## config.mk

```make
export PLATFORM = sky130hd
export DESIGN_NAME = mem_responder_flat
export DESIGN_NICKNAME = d
export VERILOG_FILES = /design/src/rtl/mem_responder_if.sv /design/src/rtl/mem_responder.sv /design/src/flat_wrapper.sv
export SDC_FILE = /design/constraint.sdc
export NUM_CORES = 2
export LEC_CHECK = 0
export CAP_MARGIN = 20
export CORE_MARGIN = 10
export CORE_UTILIZATION = 55
export DETAILED_ROUTE_END_ITERATION = 12
export GPL_ROUTABILITY_DRIVEN = 0
export MAX_ROUTING_LAYER = met4
export PLACE_DENSITY_LB_ADDON = 0.15
export SETUP_SLACK_MARGIN = 0.2
export SLEW_MARGIN = 10
export SYNTH_ARGS = -nofsm -noshare
export SYNTH_HDL_FRONTEND = slang
export SYNTH_SLANG_ARGS = --single-unit
```

## constraint.sdc

```tcl
create_clock -name clk -period 12.9 [get_ports clk]
set_input_delay 1.29 -clock clk [delete_from_list [all_inputs] [get_ports clk]]
set_output_delay 1.29 -clock clk [all_outputs]
set_load 0.02 [all_outputs]
```

## src/rtl/mem_responder_if.sv

```systemverilog
// CPU memory bus and host program-load handshake between the CPU/host side and mem_responder.
interface mem_responder_if #(
    parameter int DATA_WIDTH = 16,
    parameter int ADDR_WIDTH = 9
);
    logic [1:0]            mem_cmd;
    logic [ADDR_WIDTH-1:0] mem_addr;
    logic [DATA_WIDTH-1:0] write_data;
    logic [DATA_WIDTH-1:0] read_data;
    logic                  load_valid;
    logic [DATA_WIDTH-1:0] load_data;
    logic                  load_last;
    logic                  load_ready;

    modport master (
        output mem_cmd, mem_addr, write_data, load_valid, load_data, load_last,
        input  read_data, load_ready
    );

    modport slave (
        input  mem_cmd, mem_addr, write_data, load_valid, load_data, load_last,
        output read_data, load_ready
    );
endinterface

```

## src/rtl/mem_responder.sv

```systemverilog
// Memory-side responder: RAM, LED/switch I/O registers and a boot loader that
// holds the CPU in reset until the host has streamed the program into RAM.
module mem_responder #(
    parameter int                    DATA_WIDTH = 16,
    parameter int                    ADDR_WIDTH = 9,
    parameter int                    RAM_WORDS  = 256,
    parameter logic [ADDR_WIDTH-1:0] LED_ADDR   = 9'h100,
    parameter logic [ADDR_WIDTH-1:0] SW_ADDR    = 9'h140
) (
    input  logic           clk,
    input  logic           reset,
    mem_responder_if.slave bus,
    input  logic [7:0]     sw,
    output logic [7:0]     led,
    output logic           cpu_hold,
    output logic           bad_access,
    output logic           load_overflow
);
    localparam int         PTR_W     = $clog2(RAM_WORDS);
    localparam logic [1:0] CMD_READ  = 2'b01;
    localparam logic [1:0] CMD_WRITE = 2'b10;
    localparam logic [1:0] CMD_RSVD  = 2'b11;

    typedef enum logic {LOAD, RUN} state_t;

    state_t                state, state_next;
    logic [DATA_WIDTH-1:0] ram [RAM_WORDS];
    logic [PTR_W-1:0]      load_ptr;
    logic [PTR_W-1:0]      cpu_idx;
    logic                  accept, last_slot;
    logic                  ram_hit, led_hit, sw_hit;
    logic                  ram_we;
    logic [PTR_W-1:0]      ram_waddr;
    logic [DATA_WIDTH-1:0] ram_wdata;
    logic [DATA_WIDTH-1:0] rd_next;

    assign cpu_idx   = bus.mem_addr[PTR_W-1:0];
    assign accept    = bus.load_valid && bus.load_ready;
    assign last_slot = (load_ptr == PTR_W'(RAM_WORDS - 1));
    assign ram_hit   = (bus.mem_addr < ADDR_WIDTH'(RAM_WORDS));
    assign led_hit   = (bus.mem_addr == LED_ADDR);
    assign sw_hit    = (bus.mem_addr == SW_ADDR);

    always_ff @(posedge clk) begin
        if (!reset) state <= LOAD;
        else        state <= state_next;
    end

    // Loading ends on the tagged last word, or when the final RAM slot is filled.
    always_comb begin
        state_next = state;
        if (state == LOAD && accept && (bus.load_last || last_slot))
            state_next = RUN;
    end

    always_comb begin
        cpu_hold       = 1'b0;
        bus.load_ready = 1'b0;
        if (state == LOAD) begin
            cpu_hold       = 1'b1;
            bus.load_ready = 1'b1;
        end
    end

    // The single RAM write port is owned by the loader in LOAD and by the CPU in RUN.
    always_comb begin
        ram_we    = 1'b0;
        ram_waddr = load_ptr;
        ram_wdata = bus.load_data;
        if (state == LOAD) begin
            ram_we = accept;
        end else if (bus.mem_cmd == CMD_WRITE && ram_hit) begin
            ram_we    = 1'b1;
            ram_waddr = cpu_idx;
            ram_wdata = bus.write_data;
        end
    end

    always_ff @(posedge clk) begin
        if (reset && ram_we)
            ram[ram_waddr] <= ram_wdata;
    end

    always_comb begin
        rd_next = '0;
        if (ram_hit)     rd_next = ram[cpu_idx];
        else if (sw_hit) rd_next = {{(DATA_WIDTH-8){1'b0}}, sw};
    end

    always_ff @(posedge clk) begin
        if (!reset) begin
            bus.read_data <= '0;
            led           <= '0;
            load_ptr      <= '0;
            bad_access    <= 1'b0;
            load_overflow <= 1'b0;
        end else if (state == LOAD) begin
            if (accept) begin
                load_ptr <= last_slot ? '0 : load_ptr + 1'b1;
                if (last_slot && !bus.load_last)
                    load_overflow <= 1'b1;
            end
        end else begin
            case (bus.mem_cmd)
                CMD_READ: begin
                    bus.read_data <= rd_next;
                    if (!ram_hit && !sw_hit)
                        bad_access <= 1'b1;
                end
                CMD_WRITE: begin
                    if (led_hit)       led        <= bus.write_data[7:0];
                    else if (!ram_hit) bad_access <= 1'b1;
                end
                CMD_RSVD: bad_access <= 1'b1;
                default: ;
            endcase
        end
    end
endmodule

```

## src/flat_wrapper.sv

```systemverilog
// flat-port wrapper written by rule: the top's interface ports become plain ports
module mem_responder_flat 
#(
    parameter int                    DATA_WIDTH = 16,
    parameter int                    ADDR_WIDTH = 9,
    parameter int                    RAM_WORDS  = 256,
    parameter logic [ADDR_WIDTH-1:0] LED_ADDR   = 9'h100,
    parameter logic [ADDR_WIDTH-1:0] SW_ADDR    = 9'h140
)
  (clk, reset, sw, led, cpu_hold, bad_access, load_overflow, bus_mem_cmd, bus_mem_addr, bus_write_data, bus_load_valid, bus_load_data, bus_load_last, bus_read_data, bus_load_ready);
  mem_responder_if #(.DATA_WIDTH(DATA_WIDTH), .ADDR_WIDTH(ADDR_WIDTH)) bus_i ();
  input  logic clk;
  input  logic reset;
  input  logic [7:0] sw;
  output logic [7:0] led;
  output logic cpu_hold;
  output logic bad_access;
  output logic load_overflow;
  input wire logic [$bits(bus_i.mem_cmd)-1:0] bus_mem_cmd;
  input wire logic [$bits(bus_i.mem_addr)-1:0] bus_mem_addr;
  input wire logic [$bits(bus_i.write_data)-1:0] bus_write_data;
  input wire logic [$bits(bus_i.load_valid)-1:0] bus_load_valid;
  input wire logic [$bits(bus_i.load_data)-1:0] bus_load_data;
  input wire logic [$bits(bus_i.load_last)-1:0] bus_load_last;
  output wire logic [$bits(bus_i.read_data)-1:0] bus_read_data;
  output wire logic [$bits(bus_i.load_ready)-1:0] bus_load_ready;
  assign bus_i.mem_cmd = bus_mem_cmd;
  assign bus_i.mem_addr = bus_mem_addr;
  assign bus_i.write_data = bus_write_data;
  assign bus_i.load_valid = bus_load_valid;
  assign bus_i.load_data = bus_load_data;
  assign bus_i.load_last = bus_load_last;
  assign bus_read_data = bus_i.read_data;
  assign bus_load_ready = bus_i.load_ready;
  mem_responder #(.DATA_WIDTH(DATA_WIDTH), .ADDR_WIDTH(ADDR_WIDTH), .RAM_WORDS(RAM_WORDS), .LED_ADDR(LED_ADDR), .SW_ADDR(SW_ADDR)) u_core (.clk(clk), .reset(reset), .bus(bus_i), .sw(sw), .led(led), .cpu_hold(cpu_hold), .bad_access(bad_access), .load_overflow(load_overflow));
endmodule
```

### Word level (Yosys, flattened, before mapping)

Memories as Yosys holds them, arrays and structs flattened.
Cells that the tools add are included.
W data, S select, Z words.

| storage, ports and cells | value |
|---|---|
| flip-flop bits (word level) | 35 |
| RAM bits | 4,096 |
| output and inout bits | 28 |
| word-level logic and storage cells | 52 |
| memories kept | 1 |

Memory list:

| name | words | width | read ports | clocked after memory_dff | write ports | line | text |
|---|---|---|---|---|---|---|---|
| u_core.ram | 256 | 16 | 1 | 0 | 1 | mem_responder.sv:27 | `logic [DATA_WIDTH-1:0] ram [RAM_WORDS];` |

| operators by class | value |
|---|---|
| add/subtract/negate cells | 1 |
| $lt $le $gt $ge | 1 |
| equal/unequal tests | 9 |
| mux-type cells | 16 |
| bitwise logic cells | 1 |
| reductions and logical operators | 17 |

Operators with widths:

| cell | count |
|---|---|
| $mux W16 | 3 |
| $mux W8 | 4 |
| $eq A9 B9 Y1 const B | 2 |
| $lt A9 B9 Y1 const B | 1 |
| $add A8 B1 Y8 const B | 1 |
| $eq A8 B8 Y1 const B | 1 |
| $mux W1 | 8 |
| $logic_and A1 B1 Y1 | 7 |
| $reduce_and A3 Y1 | 2 |
| $reduce_and A5 Y1 | 1 |
| $eq A2 B2 Y1 const B | 2 |
| $ne A2 B2 Y1 const B | 2 |
| $reduce_and A2 Y1 | 2 |
| $logic_not A1 Y1 | 3 |
| $pmux W1 S3 | 1 |
| $reduce_bool A3 Y1 | 1 |
| $eq A2 B1 Y1 const B | 1 |
| $ne A2 B1 Y1 const B | 1 |
| $logic_or A1 B1 Y1 | 1 |
| $not A1 Y1 | 1 |

### Depth between registers and ports, before layout

| depth | value |
|---|---|
| word-level depth | 7 |
| gate-level depth with buffers | 13 |

### Least setup slack after synthesis

No wires, ideal clock.

| timing path | value |
|---|---|
| path kind | in2reg |
| start point | input bus_mem_cmd[1] |
| end point | memory u_core.ram[0][10], data pin |
| library setup time | 823 ps |
| arrival | 5,542 ps |
| setup slack | 6,535 ps |
| stages | 6 |
| buffers on the path | 2 |
| cells stage by stage | nor2b_1 > nor3b_2 > clkbuf_1 > buf_1 > nand2_1 > nand2_1 |

| between the ends | value |
|---|---|
| cells in the longest elaborated chain, start to end | 4 |

RTL lines:

| element | line | text |
|---|---|---|
| start: declaration | flat_wrapper.sv:19 | `input wire logic [$bits(bus_i.mem_cmd)-1:0] bus_mem_cmd;` |
| $eq A2 B2 Y1 | mem_responder.sv:72 | `end else if (bus.mem_cmd == CMD_WRITE && ram_hit) begin` |
| $logic_and A1 B1 Y1 | mem_responder.sv:72 |  |
| $mux W16 | mem_responder.sv:72 |  |
| $mux W16 | mem_responder.sv:70 | `if (state == LOAD) begin` |
| net u_core.ram_wdata[10] | mem_responder.sv:34 | `logic [DATA_WIDTH-1:0] ram_wdata;` |
| end: declaration | mem_responder.sv:27 |  |

The timed path passes the listed nets, and every way through them passes these cells.

### Final worst setup path

| timing path | value |
|---|---|
| start point | input bus_mem_addr[1] |
| end point | register u_core.bus.read_data[12] |

| between the ends | value |
|---|---|
| cells in the longest elaborated chain, start to end | 2 |
| elaborated cells between the ends (all ways) | 3 |
| those cells by class | 1 x order compare; 1 x mux; 1 x memory |

RTL lines:

| element | line | text |
|---|---|---|
| start: declaration | flat_wrapper.sv:20 | `input wire logic [$bits(bus_i.mem_addr)-1:0] bus_mem_addr;` |
| $mem_v2 Z256 W16 / $lt A9 B9 Y1 (equally long branches) | - |  |
| $mux W16 * | mem_responder.sv:86 | `if (ram_hit) rd_next = ram[cpu_idx];` |
| end signal: assignment | mem_responder.sv:106 | `bus.read_data <= rd_next;` |
| end: declaration | mem_responder_if.sv:22 | `output read_data, load_ready` |

Mark *: on every way between the ends. The rest lies on a longest branch, timed or not.
A chain may end at the register's enable or synchronous reset.

==> flow_metrics.py <==
metrics = {
    "timing": {
        "max_slew_margin": 0.1239,
        "setup_viol": 0,
        "tightestPinTransition_ps": 1314,
        "fin_crit_ps": 5955,
        "skew_ps": 39.73,
        "setup_ws_ps": 6945,
        "rsz0062_at_grt": "false",
        "post-route-period-util": 0.4616,
        "max_freq_ghz": 0.1679,
        "finalHoldViolations": 0,
        "maxSlewViolCount": 0,
        "tns_ps": 0,
    },
    "layout": {
        "area_growth_pct": 12.62,
        "num-nets-final": 7770,
        "fin_cells": 11843,
        "drive_above_1_share": 0.2607,
    },
    "synthesis": {
        "synth_top_area_share": 0.7721,
        "yosysSeqAreaShare": 0.7765,
        "ys.warnings.count": 0,
        "synth_area_leaders": "edfxtp_1 77%, mux4_2 13%, mux2i_1 2.4%, nor2_1 0.77%, o221ai_1 0.68%",
        "syn_nets": 7314,
        "netlist_top_cells_count": "4096 x edfxtp_1, 905 x mux4_2, 386 x mux2i_1",
        "ys_types": 71,
        "synth.most_common_cell": "edfxtp_1",
        "syn_inst": 7258,
        "synth-main-ff-cell": "edfxtp_1",
        "netlist_area_um2": 159300,
        "ys_async_sr_fraction": 0,
        "avgSynthCellArea_um2": 21.95,
        "ys_ff_latch": 4131,
        "synth_edf_count": 4096,
        "synth_area_leader_cell": "edfxtp_1",
    },
    "clocking": {
        "cts_buffers": 412,
        "root_buffer": "clkbuf_16",
        "clock_path_buffers": 4,
        "clock_latency_ps": 990,
        "htree_levels": 5,
        "post-cts-setup-buffers": 0,
        "clkSlewWorstSetupHoldPaths_ps": 70,
        "cts.sinks": 4131,
        "post_cts_resized": 0,
        "cts_tree": "built",
        "cts_hold_buf": 0,
    },
    "die": {
        "num_rows": 197,
        "io_pins": 83,
        "die_area_um2": 311600,
        "die_y_um": 558.2,
        "initial_core_util": 0.5529,
        "fp.dieW_um": 558.2,
        "core_um2": 288100,
    },
    "global_route": {
        "antenna_found_initial": 25,
        "grt_usage": 0.2866,
        "overflow": 0,
        "grt_pass1_vias": 78912,
        "grt_max_degree": 193,
        "grt_pass1_wl_um": 615800,
    },
    "detailed_routing": {
        "via_count": 80680,
        "drtIter0Drc": 12181,
        "dr.pass1.iters": 7,
        "via_per_inst": 6.812,
        "drc": 0,
        "wl_per_cell_um": 37.08,
        "drt-total-wl_um": 439200,
        "ant_nets": 0,
    },
    "power_and_ir_drop": {
        "power_frac_clock": 0.417,
        "p_int_uw": 21860,
        "comb_power_share": 0.051,
        "netSwitchingFraction": 0.2159,
        "p_sw_uw": 6017,
        "p_leak_uw": 0.05645,
        "peakVddDrop_mv": 0.1456,
        "power_density_nw_per_um2": 155.4,
        "p_seq_frac": 0.532,
    },
    "hold_path": {
        "hold_class": "register to register",
    },
    "placed_design": {
        "dp_hpwl_um": 256200,
        "port_buffers": 82,
        "place_inst": 11064,
        "dp_slack_ps": 6038,
    },
    "critical_path": {
        "startpoint_type": "primary input",
        "cp.arrival_ps": 6800,
        "cp.required_ps": 13740,
        "path_max_fanout": 93,
        "path_class": "primary input to register",
        "worstSetupEndpointType": "register",
    },
    "run_status": {
        "outcome": "finished clean",
    },
    "run": {
        "cap_violations": 0,
    },
}
final timing paths:
check	cells past startpoint	slack (ps)	startpoint	end
hold reg to reg	2	500	u_core.led[3]	u_core.led[3]
setup / recovery	11	6950	bus_mem_addr[1]	u_core.bus.read_data[12]
setup reg to reg	9	8100	u_core.state	u_core.ram[64][11]
hold / removal	2	500	u_core.led[3]	u_core.led[3]
flip-flops by register name, summed over array words and instances, names as in the netlist:
| name | count |
|---|---|
| u_core.ram | 4096 |
| u_core.bus.read_data | 16 |
| u_core.led | 8 |
| u_core.load_ptr | 8 |
| u_core.bad_access | 1 |
| u_core.load_overflow | 1 |
| u_core.state | 1 |
layer usage:
| layer | global-route usage | share of wire | vias to the layer above |
|---|---|---|---|
| li1 | - | - | 31717 |
| met5 | - | 0 | - |
| met2 | 0.4306 | 0.47 | 4874 |
| met4 | 0.1026 | 0.042 | 0 |
| met1 | 0.3994 | 0.38 | 43238 |
| met3 | 0.05458 | 0.10 | 851 |
critical path, cell delays in order:
cell,delay [ps]
buf_8,430
buf_12,420
buf_4,750
buf_4,640
mux4_2,450
a22o_1,240
a221oi_1,570
o21ai_0,200
a31oi_1,710
o311a_1,550
a211oi_1,140
cells in the final DEF (no fill, tap or decap), types with 75 or more instances in the layout:
cell type	n
buf_4	334
mux4_2	905
mux2i_1	386
a21oi_1	88
clkbuf_16	414
nand2_1	155
clkdlybuf4s50_1	75
nor2_2	88
o221ai_1	124
nor2_1	233
clkinv_1	101
mux2_2	96
clkbuf_1	100
a22oi_1	77
edfxtp_1	4096
metrics by stage:
step	utilization	hold slack [ps]	instance area, um^2	power [uW]
final	0.6227	500.3	179400	27880
after floorplan	-	537.9	159300	15990
after CTS	0.6215	507.7	179100	27990
after detailed placement	0.5763	493.8	166100	16510
after global routing	0.6226	548.1	179400	28580
after global placement	0.5751	476.1	165700	16480
layout make-up:
class                           instances  area, um^2
Sequential cell                      4131      123700
Timing Repair Buffer                  476        4353
Tap cell                             3781        4731
Multi-Input combinational cell       2687       33550
Clock inverter                        233        2255
Inverter                                6       31.28
Fill cell                           19493      108700
Clock buffer                          516       10760
Antenna cell                           13       32.53
kinds of logic after synthesis:
group,share of synthesized area
AO/OA/AOI/OAI,0.03087
XOR/XNOR,0.0003849
adder cells (fa/ha/maj),0.00007853
buffers and inverters,0.01620
flip-flops,0.7765
multiplexers,0.1591
AND/OR/NAND/NOR,0.01693
power groups by stage:
stage | sequential, uW | clock, uW | combinational, uW
3_3_place_gp | 15100 | 0 | 1380
6_report | 14800 | 11600 | 1420
4_1_cts | 14800 | 11800 | 1410
3_5_place_dp | 15100 | 0 | 1400
5_1_grt | 14800 | 12300 | 1470
2_1_floorplan | 15200 | 0 | 810
Power figures use the tool's default switching activity.
